[config.mk]
export PLATFORM = sky130hd
export DESIGN_NAME = uart_tx
export DESIGN_NICKNAME = d
export VERILOG_FILES = /design/src/rtl/uart_pkg.sv /design/src/rtl/uart_tx_fifo.sv /design/src/rtl/uart_tx.sv
export SDC_FILE = /design/constraint.sdc
export NUM_CORES = 1
export LEC_CHECK = 0
export ABC_CLOCK_PERIOD_IN_PS = 2600
export BUFFER_PORTS_ARGS = -buffer_cell sky130_fd_sc_hd__buf_2
export CAP_MARGIN = 20
export CORE_AREA = 2 2 72 74
export CTS_CLUSTER_SIZE = 12
export DETAILED_ROUTE_END_ITERATION = 12
export DIE_AREA = 0 0 74 76
export PLACE_DENSITY = 0.72
export SETUP_SLACK_MARGIN = 0.15
export SLEW_MARGIN = 5
export SYNTH_ARGS = -nofsm -noshare
export SYNTH_HDL_FRONTEND = slang
export SYNTH_SLANG_ARGS = --single-unit
[constraint.sdc]
create_clock -name clk -period 2.6 [get_ports clk]
set_clock_uncertainty 0.1 [all_clocks]
set_input_delay 0.52 -clock clk [delete_from_list [all_inputs] [get_ports clk]]
set_output_delay 0.52 -clock clk [all_outputs]
set_load 0.02 [all_outputs]
[src/rtl/uart_pkg.sv]
// Shared UART definitions: frame constants and the transmitter/receiver state encoding.
package uart_pkg;

    localparam int   UART_DATA_BITS    = 8;
    localparam int   UART_CLKS_PER_BIT = 16;
    localparam logic UART_IDLE_LEVEL   = 1'b1;

    typedef enum logic [1:0] {
        IDLE  = 2'd0,
        START = 2'd1,
        DATA  = 2'd2,
        STOP  = 2'd3
    } uart_state_e;

endpackage

[src/rtl/uart_tx_fifo.sv]
// Small circular byte buffer in front of the UART serialiser; head entry is presented combinationally.
module uart_tx_fifo #(
    parameter int DEPTH = 4,
    parameter int WIDTH = 8
) (
    input  logic             clk,
    input  logic             rstn,
    input  logic             push,
    input  logic             pop,
    input  logic [WIDTH-1:0] din,
    output logic [WIDTH-1:0] dout,
    output logic             full,
    output logic             empty
);

    localparam int PW = $clog2(DEPTH);
    localparam int CW = PW + 1;

    logic [WIDTH-1:0] mem [DEPTH];
    logic [PW-1:0]    wr_ptr;
    logic [PW-1:0]    rd_ptr;
    logic [CW-1:0]    count;
    logic             do_push;
    logic             do_pop;

    assign full    = (count == CW'(DEPTH));
    assign empty   = (count == '0);
    // Push is judged against the registered count, so a push while full is refused even with a pop.
    assign do_push = push && !full;
    assign do_pop  = pop && !empty;
    assign dout    = mem[rd_ptr];

    always_ff @(posedge clk or negedge rstn) begin
        if (!rstn) begin
            wr_ptr <= '0;
            rd_ptr <= '0;
            count  <= '0;
        end else begin
            if (do_push) wr_ptr <= wr_ptr + 1'b1;
            if (do_pop)  rd_ptr <= rd_ptr + 1'b1;
            case ({do_push, do_pop})
                2'b10:   count <= count + 1'b1;
                2'b01:   count <= count - 1'b1;
                default: count <= count;
            endcase
        end
    end

    always_ff @(posedge clk) begin
        if (do_push) mem[wr_ptr] <= din;
    end

endmodule

[src/rtl/uart_tx.sv]
// UART transmitter: buffered bytes are framed as start, 8 data bits LSB first, and STOP_BITS stop bits.
module uart_tx
    import uart_pkg::*;
#(
    parameter int CLKS_PER_BIT = UART_CLKS_PER_BIT,
    parameter int FIFO_DEPTH   = 4,
    parameter int STOP_BITS    = 1
) (
    input  logic       clk,
    input  logic       rstn,
    input  logic [7:0] d_tx,
    input  logic       vld_tx,
    output logic       rdy_tx,
    output logic       txd,
    output logic       busy,
    output logic [1:0] state_dbg
);

    localparam int BCW = $clog2(CLKS_PER_BIT);

    uart_state_e state;
    uart_state_e state_next;

    logic [UART_DATA_BITS-1:0] fifo_dout;
    logic                      fifo_full;
    logic                      fifo_empty;
    logic                      pop;

    logic [UART_DATA_BITS-1:0] shift;
    logic [UART_DATA_BITS-1:0] shift_next;
    logic [BCW-1:0]            baud_cnt;
    logic [2:0]                bit_cnt;
    logic [0:0]                stop_cnt;
    logic                      baud_end;
    logic                      stop_last;
    logic                      txd_next;

    uart_tx_fifo #(
        .DEPTH (FIFO_DEPTH),
        .WIDTH (UART_DATA_BITS)
    ) u_fifo (
        .clk   (clk),
        .rstn  (rstn),
        .push  (vld_tx),
        .pop   (pop),
        .din   (d_tx),
        .dout  (fifo_dout),
        .full  (fifo_full),
        .empty (fifo_empty)
    );

    assign baud_end  = (baud_cnt == BCW'(CLKS_PER_BIT - 1));
    assign stop_last = (stop_cnt == 1'(STOP_BITS - 1));
    assign rdy_tx    = !fifo_full;
    assign busy      = (state != IDLE) || !fifo_empty;
    assign state_dbg = state;

    always_ff @(posedge clk or negedge rstn) begin
        if (!rstn) state <= IDLE;
        else       state <= state_next;
    end

    always_comb begin
        state_next = state;
        case (state)
            IDLE:    if (!fifo_empty) state_next = START;
            START:   if (baud_end) state_next = DATA;
            DATA:    if (baud_end && bit_cnt == 3'd7) state_next = STOP;
            STOP:    if (baud_end && stop_last) state_next = fifo_empty ? IDLE : START;
            default: state_next = IDLE;
        endcase
    end

    // The line level is computed from the next state so txd is a clean register output.
    always_comb begin
        pop        = 1'b0;
        shift_next = shift;
        txd_next   = UART_IDLE_LEVEL;
        case (state)
            IDLE:    pop = !fifo_empty;
            STOP:    pop = baud_end && stop_last && !fifo_empty;
            DATA:    if (baud_end) shift_next = {1'b1, shift[UART_DATA_BITS-1:1]};
            default: pop = 1'b0;
        endcase
        if (pop) shift_next = fifo_dout;
        case (state_next)
            START:   txd_next = 1'b0;
            DATA:    txd_next = shift_next[0];
            default: txd_next = UART_IDLE_LEVEL;
        endcase
    end

    always_ff @(posedge clk or negedge rstn) begin
        if (!rstn) begin
            shift    <= 8'hFF;
            baud_cnt <= '0;
            bit_cnt  <= '0;
            stop_cnt <= '0;
            txd      <= UART_IDLE_LEVEL;
        end else begin
            shift <= shift_next;
            txd   <= txd_next;
            if (state == IDLE || baud_end) baud_cnt <= '0;
            else                           baud_cnt <= baud_cnt + 1'b1;
            if (state != DATA)  bit_cnt <= '0;
            else if (baud_end)  bit_cnt <= bit_cnt + 1'b1;
            if (state != STOP)  stop_cnt <= '0;
            else if (baud_end)  stop_cnt <= stop_last ? 1'b0 : stop_cnt + 1'b1;
        end
    end

endmodule

==> reports/qor_table.md, run 1 <==
| Result | Value | Unit |
|:---|:---|:---|
| Count of pins on the block boundary | 16 | - |
| First-pass GRT wire length | 6.93 | mm |
| Delay-heaviest family, CP | adder cells | - |
| Die Outline Area | 5620 | sq um |
| Critical path class | register to register | - |
| Final cell utilization of the core | 58.3 | % |
| Gate count after technology mapping | 172 | - |
| Number of register bits inferred by synthesis | 57 | - |
| Clock transition at path regs | 0.06 | ns |
| Total met2 wirelength after detailed routing | 2.09 | mm |
| Final TNS setup | 0 | ns |
| Critical Path Max Stage Delay | 0.43 | ns |
| Nets@finish | 221 | - |
| Worst skew pair latency | 0.33 | ns |
| Routed length on met1 | 1.71 | mm |
| Portion of synthesized cell area occupied by the leading cell type | 38.4 | % |
| Cell Count, Final, Fillers Out | 271 | - |
| Largest buffer count on any clock path | 2 | - |
| Fmax | 432 | MHz |
| Combined buffer and inverter count along the critical path | 3 | - |
| CP endpoint kind | register | - |
| WP data arrival | 2.47 | ns |
| Source of the worst register-to-register timing path | state_dbg[1] | - |
| Ratio of total power to cell area | 759 | nW/um^2 |
| Post-detailed-route via-to-cell ratio | 5.27 | - |
| Final worst-path cycle share | 89.0 | % |
| Initial antenna violation count | 0 | - |
| Post-detailed-routing wire length | 4.10 | mm |
| Kind of start point of the critical path | register | - |
| Die W | 74 | microns |
| Count of inserted antenna diode cells | 0 | - |
| Yosys warning count | 0 | - |
| Total CTS buffers | 9 | - |
| Worst hold path type | input pin to asynchronous set/reset pin | - |
| Hold Vio Cnt, Final | 0 | - |
| Via count of the first global-routing pass | 1486 | - |
| Met3 routed WL | 178 | microns |
| Height of the die | 76 | microns |
| Pin count of the biggest net entering global routing | 26 | - |
| Worst Max-Slew Pin Slew | 0.558 | ns |
| Count of input and output buffers | 15 | - |
| Count of hold-fix buffers inserted at cts | 0 | - |
| Max layer used | met4 | - |
| Weighted congestion at the end of routability-driven global placement | 0.794 | - |
| Synth top area cells | edfxtp_1 (38%), dfrtp_1 (16%), dfstp_2 (9.5%) | - |
| Effective utilization at floorplan | 50.9 | % |
| Drt first pass iters | 4 | - |
| Largest vdd supply drop | 0.557 | mV |
| Max-cap violation count | 0 | - |
| Yosys top cell by area | edfxtp_1 | - |
| # clock sinks | 57 | - |
| Final setup viols | 0 | - |
| Avg WL per Cell | 15.1 | microns |
| Headroom to the max-slew limit | 62.8 | % |
| Worst r2r dst | u_fifo.count[2] | - |
| Overall overflow remaining after global route | 0 | - |
| Clk root buf | clkbuf_8 | - |
| Row count | 26 | - |
| Critical path fanouts, max | 6 | - |
| Required time of the critical path | 2.75 | ns |
| Cell count after placement | 254 | - |
| Mapped Nets | 197 | - |
| Seq/Total Area, Yosys | 63.9 | % |
| Worst-path cell chain | inv_2 > ha_4 > a31oi_1 > nor4_2 > buf_4 > ha_4 > inv_1 > fa_2 > xor2_1 > nor2_1 > xor2_1 | - |
| Fraction of layout cells with a size suffix above 1 | 29.9 | % |
| Leakage power total | 1.17 | nW |
| Via count | 1427 | - |
| First DRT Iteration DRCs | 75 | - |
| Signed area change from the synthesized netlist to the final layout | 14.6 | % |
| TritonCTS clock tree | yes | - |
| Setup repair after global routing missed its margin | false | - |
| Result of the run | complete, no violations | - |
| Count of final max-slew check failures | 0 | - |
| Mean instance size in the synthesized netlist | 14.5 | sq um |
| Number of cells on the worst reg-to-reg path | 11 | - |
| DRT antenna net count | 0 | - |
| Synth unique cells | 30 | - |
| Highest-delay cell along the critical path | dfrtp_2 | - |
| Core Area | 4910 | sq um |
| Sum of net half-perimeters after detailed placement | 2.78 | mm |
| Netlist Area Pre-Place | 2500 | sq um |
| Number of DRC violations after detailed routing | 0 | - |
| Total track usage | 17.0 | % |
| Total number of H-tree levels | 3 | - |
| Minimum setup slack among reg-to-reg paths | 0.29 | ns |
| Post-layout min period | 2.31 | ns |
## registers in the layout, indices dropped and copies added, names as in the netlist
signal and cells:
u_fifo.rd_ptr 2, baud_cnt 4, u_fifo.count 3, txd 1, shift 8, u_fifo.wr_ptr 2, state_dbg 2, bit_cnt 3
u_fifo.mem 32
## through the flow
stage,area (sq um),power (mW),hold slack [ns],worst slack (ns)
CTS,2860,2.21,0.0809,0.183
finish,2870,2.17,0.0754,0.285
global route,2870,2.29,0.120,0.126
floorplan,2540,1.39,0.124,0.0815
detailed placement,2690,1.51,0.389,0.213
global placement,2690,1.47,0.370,0.291
## layer usage
| metal | vias to the layer above | track usage, % |
|---|---|---|
| met5 | - | 0 |
| met4 | 0 | 11.1 |
| met3 | 13 | 3.57 |
| met2 | 41 | 26.1 |
| met1 | 700 | 21.6 |
| li1 | 673 | - |
## worst max path at each step
stage,startpoint,endpoint,slack (ns),cells past startpoint
after global routing,state_dbg[1],u_fifo.count[2],0.13,11
final,state_dbg[1],u_fifo.count[2],0.29,11
after CTS,baud_cnt[0],u_fifo.count[2],0.18,9
after global placement,state_dbg[1],u_fifo.count[2],0.29,10
after detailed placement,baud_cnt[0],u_fifo.count[2],0.21,9
after floorplan,state_dbg[1],u_fifo.count[2],0.08,12
## cell usage in the layout (no fill, tap or decap), drive strengths merged, types with 6 or more instances in the layout
master and n:
ha 13, edfxtp 32, dfrtp 16, dfstp 9, mux2i 8, nand2 17
o21ai 11, and3 6, a21oi 8, buf 18, inv 10, clkbuf 12
mux4 8
## logic make-up (layout without fill, tap and decap cells)
logic type	count (synthesis)	count (layout)	share of synthesized area (%)
DFF	57	57	63.9
and+or+nand+nor	37	37	7.11
AOI/OAI and AO/OA	24	24	5.41
muxes	17	17	11.0
buffers and inverters	15	44	2.45
adders and majority gates	14	14	7.31
xor gates and xnor gates	8	8	2.80
## cell usage after synthesis
cell type,n
nand3_1,3
buf_2,4
or3_1,1
o211ai_1,1
a21oi_1,8
ha_1,13
and2_1,2
mux4_2,8
nand4b_1,1
nor3_1,2
clkbuf_1,1
nand2_2,1
inv_1,10
xnor2_1,5
nor4_1,1
xor2_1,3
o21ai_0,11
dfrtp_1,16
mux2_4,1
and3_1,6
dfstp_2,9
a31oi_1,1
nand2_1,16
o221ai_1,1
a21o_1,1
nor2_1,4
mux2i_1,8
edfxtp_1,32
o32a_1,1
fa_1,1
## repair_timing
| action | CTS | global route |
|---|---|---|
| endpoints found under the hold margin | 0 | 0 |
| buffers inserted | 0 | 1 |
| setup endpoints to repair | 0 | 1 |
| resized for setup | 0 | 1 |
## where the power goes
group | internal [mW] | total, mW | switching, mW
Combinational | 0.125 | 0.322 | 0.197
Clock | 0.365 | 0.685 | 0.320
Sequential | 1.11 | 1.17 | 0.0577
## cell type report
type                       count  area (sq um)
clock buffer                  12           145
clock inverter                 4          20.0
fill                         386          2050
inverter                      10          37.5
multi-input combinational    100           877
sequential                    57          1600
tap                           70          87.6
timing repair buffer          18          97.6
Note: power is estimated with default switching activity, not from simulation.
==> inputs of run 2 (changes only) <==
--- a/config.mk
+++ b/config.mk
@@ -9,12 +9,12 @@
 export BUFFER_PORTS_ARGS = -buffer_cell sky130_fd_sc_hd__buf_2
 export CAP_MARGIN = 20
 export CORE_AREA = 2 2 72 74
-export CTS_CLUSTER_SIZE = 12
 export DETAILED_ROUTE_END_ITERATION = 12
 export DIE_AREA = 0 0 74 76
-export PLACE_DENSITY = 0.72
+export PLACE_DENSITY = 0.74
 export SETUP_SLACK_MARGIN = 0.15
 export SLEW_MARGIN = 5
 export SYNTH_ARGS = -nofsm -noshare
 export SYNTH_HDL_FRONTEND = slang
+export SYNTH_HIERARCHICAL = 1
 export SYNTH_SLANG_ARGS = --single-unit
==> reports/qor_table.md, run 2 <==
| Result | Value | Unit |
|:---|:---|:---|
| Fmax | 423 | MHz |
| Net switching power of the design | 1.26 | mW |
| Mapped Nets | 195 | - |
| Clock Power Share | 21.4 | % |
| Count of inserted antenna diode cells | 0 | - |
| DRT antenna net count | 0 | - |
| Critical path fanouts, max | 5 | - |
| Largest buffer count on any clock path | 2 | - |
| Die W | 74 | microns |
| Ratio of total power to cell area | 1220 | nW/um^2 |
| Async set-or-reset flop fraction in the synthesized netlist | 43.9 | % |
| Worst r2r dst | u_fifo/count[2] | - |
| Largest vdd supply drop | 0.744 | mV |
| CP endpoint kind | register | - |
| Final WS setup | 0.237 | ns |
| Synth unique cells | 40 | - |
| Yosys top cell by area | edfxtp_1 | - |
| Reg with most FFs | u_fifo/mem | - |
| Worst Max-Slew Pin Slew | 0.570 | ns |
| WP data arrival | 2.52 | ns |
| Seq/Total Area, Yosys | 62.4 | % |
| Total track usage | 18.2 | % |
| Count of hold-fix buffers inserted at cts | 0 | - |
| Number of DRC violations after detailed routing | 0 | - |
| Synth top area cells | edfxtp_1 (38%), dfrtp_1 (16%), dfstp_2 (9.2%) | - |
| Most repeated cell in the gate-level netlist after synthesis | edfxtp_1 | - |
| Total CTS buffers | 9 | - |
| Critical path class | register to register | - |
| Leakage power total | 1.21 | nW |
| Final std cell area, no fill | 3040 | sq um |
| Gate count after technology mapping | 170 | - |
| Fraction of layout cells with a size suffix above 1 | 37.4 | % |
| Clock transition at path regs | 0.07 | ns |
| Via count | 1502 | - |
| Post-synth top cells | edfxtp_1 (32), inv_1 (17), dfrtp_1 (16), ha_1 (13) | - |
| Post-layout min period | 2.36 | ns |
| Count of final max-slew check failures | 0 | - |
| Kind of start point of the critical path | register | - |
| Post-detailed-routing wire length | 4.52 | mm |
| Final setup viols | 0 | - |
| Result of the run | complete, no violations | - |
| Max-cap violation count | 0 | - |
| Clk root buf | clkbuf_8 | - |
| Signed area change from the synthesized netlist to the final layout | 18.7 | % |
| Total number of H-tree levels | 3 | - |
| Number of flops mapped to enable cells by yosys | 32 | - |
| Headroom to the max-slew limit | 62.0 | % |
| Fraction of power spent switching nets | 34.1 | % |
| TritonCTS clock tree | yes | - |
| Worst Hold Slack | 0.0782 | ns |
| Minimum setup slack among reg-to-reg paths | 0.24 | ns |
| Worst skew pair latency | 0.33 | ns |
| Die Outline Area | 5620 | sq um |
| Count of input and output buffers | 15 | - |
| Most frequently used flop master after synthesis | edfxtp_1 | - |
| Number of register bits inferred by synthesis | 57 | - |
| Drt first pass iters | 4 | - |
| First DRT Iteration DRCs | 77 | - |
| Final worst-path cycle share | 90.9 | % |
| Core Area | 4910 | sq um |
| Internal | 2.44 | mW |
| # clock sinks | 57 | - |
| Overall overflow remaining after global route | 0 | - |
| Sequential fraction of design power | 41.6 | % |
| Pin count of the biggest net entering global routing | 26 | - |
| Setup repair after global routing missed its margin | true | - |
| Number of cells on the worst reg-to-reg path | 10 | - |
| Mean instance size in the synthesized netlist | 15.1 | sq um |
| First-pass GRT wire length | 7.45 | mm |
| Registers with the most flip-flops | u_fifo/mem: 32 flops, shift: 8 flops, baud_cnt: 4 flops | - |
| Power after layout | 3.70 | mW |
| Post-detailed-route via-to-cell ratio | 5.44 | - |
| Hold Vio Cnt, Final | 0 | - |
| Via count of the first global-routing pass | 1574 | - |
| Worst hold path type | input pin to asynchronous set/reset pin | - |
| Worst Setup Slack post-DPL | 0.125 | ns |
| Count of pins on the block boundary | 16 | - |
| Source of the worst register-to-register timing path | state_dbg[0] | - |
| Highest-delay cell along the critical path | dfrtp_2 | - |
| Row count | 26 | - |
| Nets@finish | 226 | - |
| Avg WL per Cell | 16.4 | microns |
| Highest-count cells in the layout ignoring fill and taps | edfxtp_1 (32), buf_2 (15), inv_1 (14), dfrtp_1 (14), clkbuf_8 (11) | - |
| Initial antenna violation count | 0 | - |
| Critical Path Max Stage Delay | 0.45 | ns |
| Part of the power in combinational logic | 36.9 | % |
| Max reg flops | 32 | - |
| Netlist Area Pre-Place | 2560 | sq um |
| Required time of the critical path | 2.76 | ns |
| Effective utilization at floorplan | 52.1 | % |
| Worst-path cell chain | inv_4 > ha_4 > nor4_4 > o31a_2 > ha_4 > inv_2 > fa_2 > xor2_1 > nor2_1 > xor2_1 | - |
| Weighted congestion at the end of routability-driven global placement | 0.780 | - |
| Sum of net half-perimeters after detailed placement | 3.07 | mm |
| Yosys warning count | 6 | - |
| Final cell utilization of the core | 61.9 | % |
| Most frequent standard cell in the layout excluding fill and tap cells | edfxtp_1 | - |
| Height of the die | 76 | microns |
| Portion of synthesized cell area occupied by the leading cell type | 37.5 | % |
| Placed instance area | 2780 | sq um |
run 2: changes by cell type in the layout (fill, tap and decap cells not counted), moves of 2 or more:
cell / before / now
and2_2: 0 / 4
clkinv_2: 4 / 1
inv_1: 8 / 14
nand2_1: 16 / 9
and3_1: 6 / 2
nor2_1: 4 / 8
o21ai_0: 11 / 1
inv_4: 0 / 2
a222oi_1: 0 / 6
a21boi_0: 0 / 3
nand3_1: 3 / 1
a21oi_1: 8 / 2
buf_4: 3 / 9
mux2i_1: 8 / 2
run 2: cells by family after synthesis:
family / synth area share (%)
flip-flops: 62.4
XOR/XNOR: 2.74
multiplexers: 8.40
buffers and inverters: 3.22
AND/OR/NAND/NOR: 8.21
adder cells (fa/ha/maj): 7.13
AO/OA/AOI/OAI: 7.91
run 2: critical path, delay by kind of cell, from the launching register on:
family	cells	cell delay (ns)
adders and majority gates	3	0.67
xor gates and xnor gates	2	0.28
DFF	1	0.45
buffers and inverters	2	0.12
AOI/OAI and AO/OA	1	0.22
and+or+nand+nor	2	0.43
run 2: how the worst max path moves through the flow:
stage                  from               to  slack (ns)  depth (start not counted)
2_1_floorplan  state_dbg[1]  u_fifo/count[2]       -0.03                         11
3_3_place_gp    baud_cnt[0]  u_fifo/count[2]        0.24                         10
6_report       state_dbg[0]  u_fifo/count[2]        0.24                         10
3_5_place_dp    baud_cnt[0]  u_fifo/count[2]        0.12                         10
5_1_grt        state_dbg[0]  u_fifo/count[2]        0.12                         10
4_1_cts        state_dbg[1]  u_fifo/count[2]        0.15                         11
run 2: final cells by class:
class | count | area, sq um
Clock buffer | 13 | 180
Timing Repair Buffer | 24 | 143
Clock inverter | 3 | 21.3
Fill cell | 362 | 1870
Tap cell | 70 | 87.6
Multi-Input combinational cell | 92 | 938
Inverter | 17 | 68.8
Sequential cell | 57 | 1600
run 2: power groups by stage:
stage / sequential [mW] / combinational (mW) / clock (mW)
3_5_place_dp: 1.54 / 1.29 / 0
4_1_cts: 1.52 / 1.30 / 0.813
5_1_grt: 1.58 / 1.50 / 0.854
6_report: 1.54 / 1.37 / 0.794
2_1_floorplan: 1.47 / 1.01 / 0
3_3_place_gp: 1.51 / 1.22 / 0
run 2: layer usage:
layer	track usage [%]	vias to the layer above	routed length [microns]
li1	-	688	-
met1	21.8	778	1870
met2	30.0	25	2430
met3	3.97	11	114
met4	9.82	0	110
met5	0	-	0
run 2: repair_timing:
action                     CTS  global route
setup endpoints to repair    1             1
gates resized for setup      0             4
pin swaps                    0             4
buffers inserted             1             5
run 2: stage by stage:
| step | instances | setup TNS, ns |
|---|---|---|
| after global routing | 276 | 0 |
| after CTS | 271 | 0 |
| after detailed placement | 254 | 0 |
| final | 276 | 0 |
| after global placement | 254 | 0 |
| after floorplan | 170 | -0.0343 |
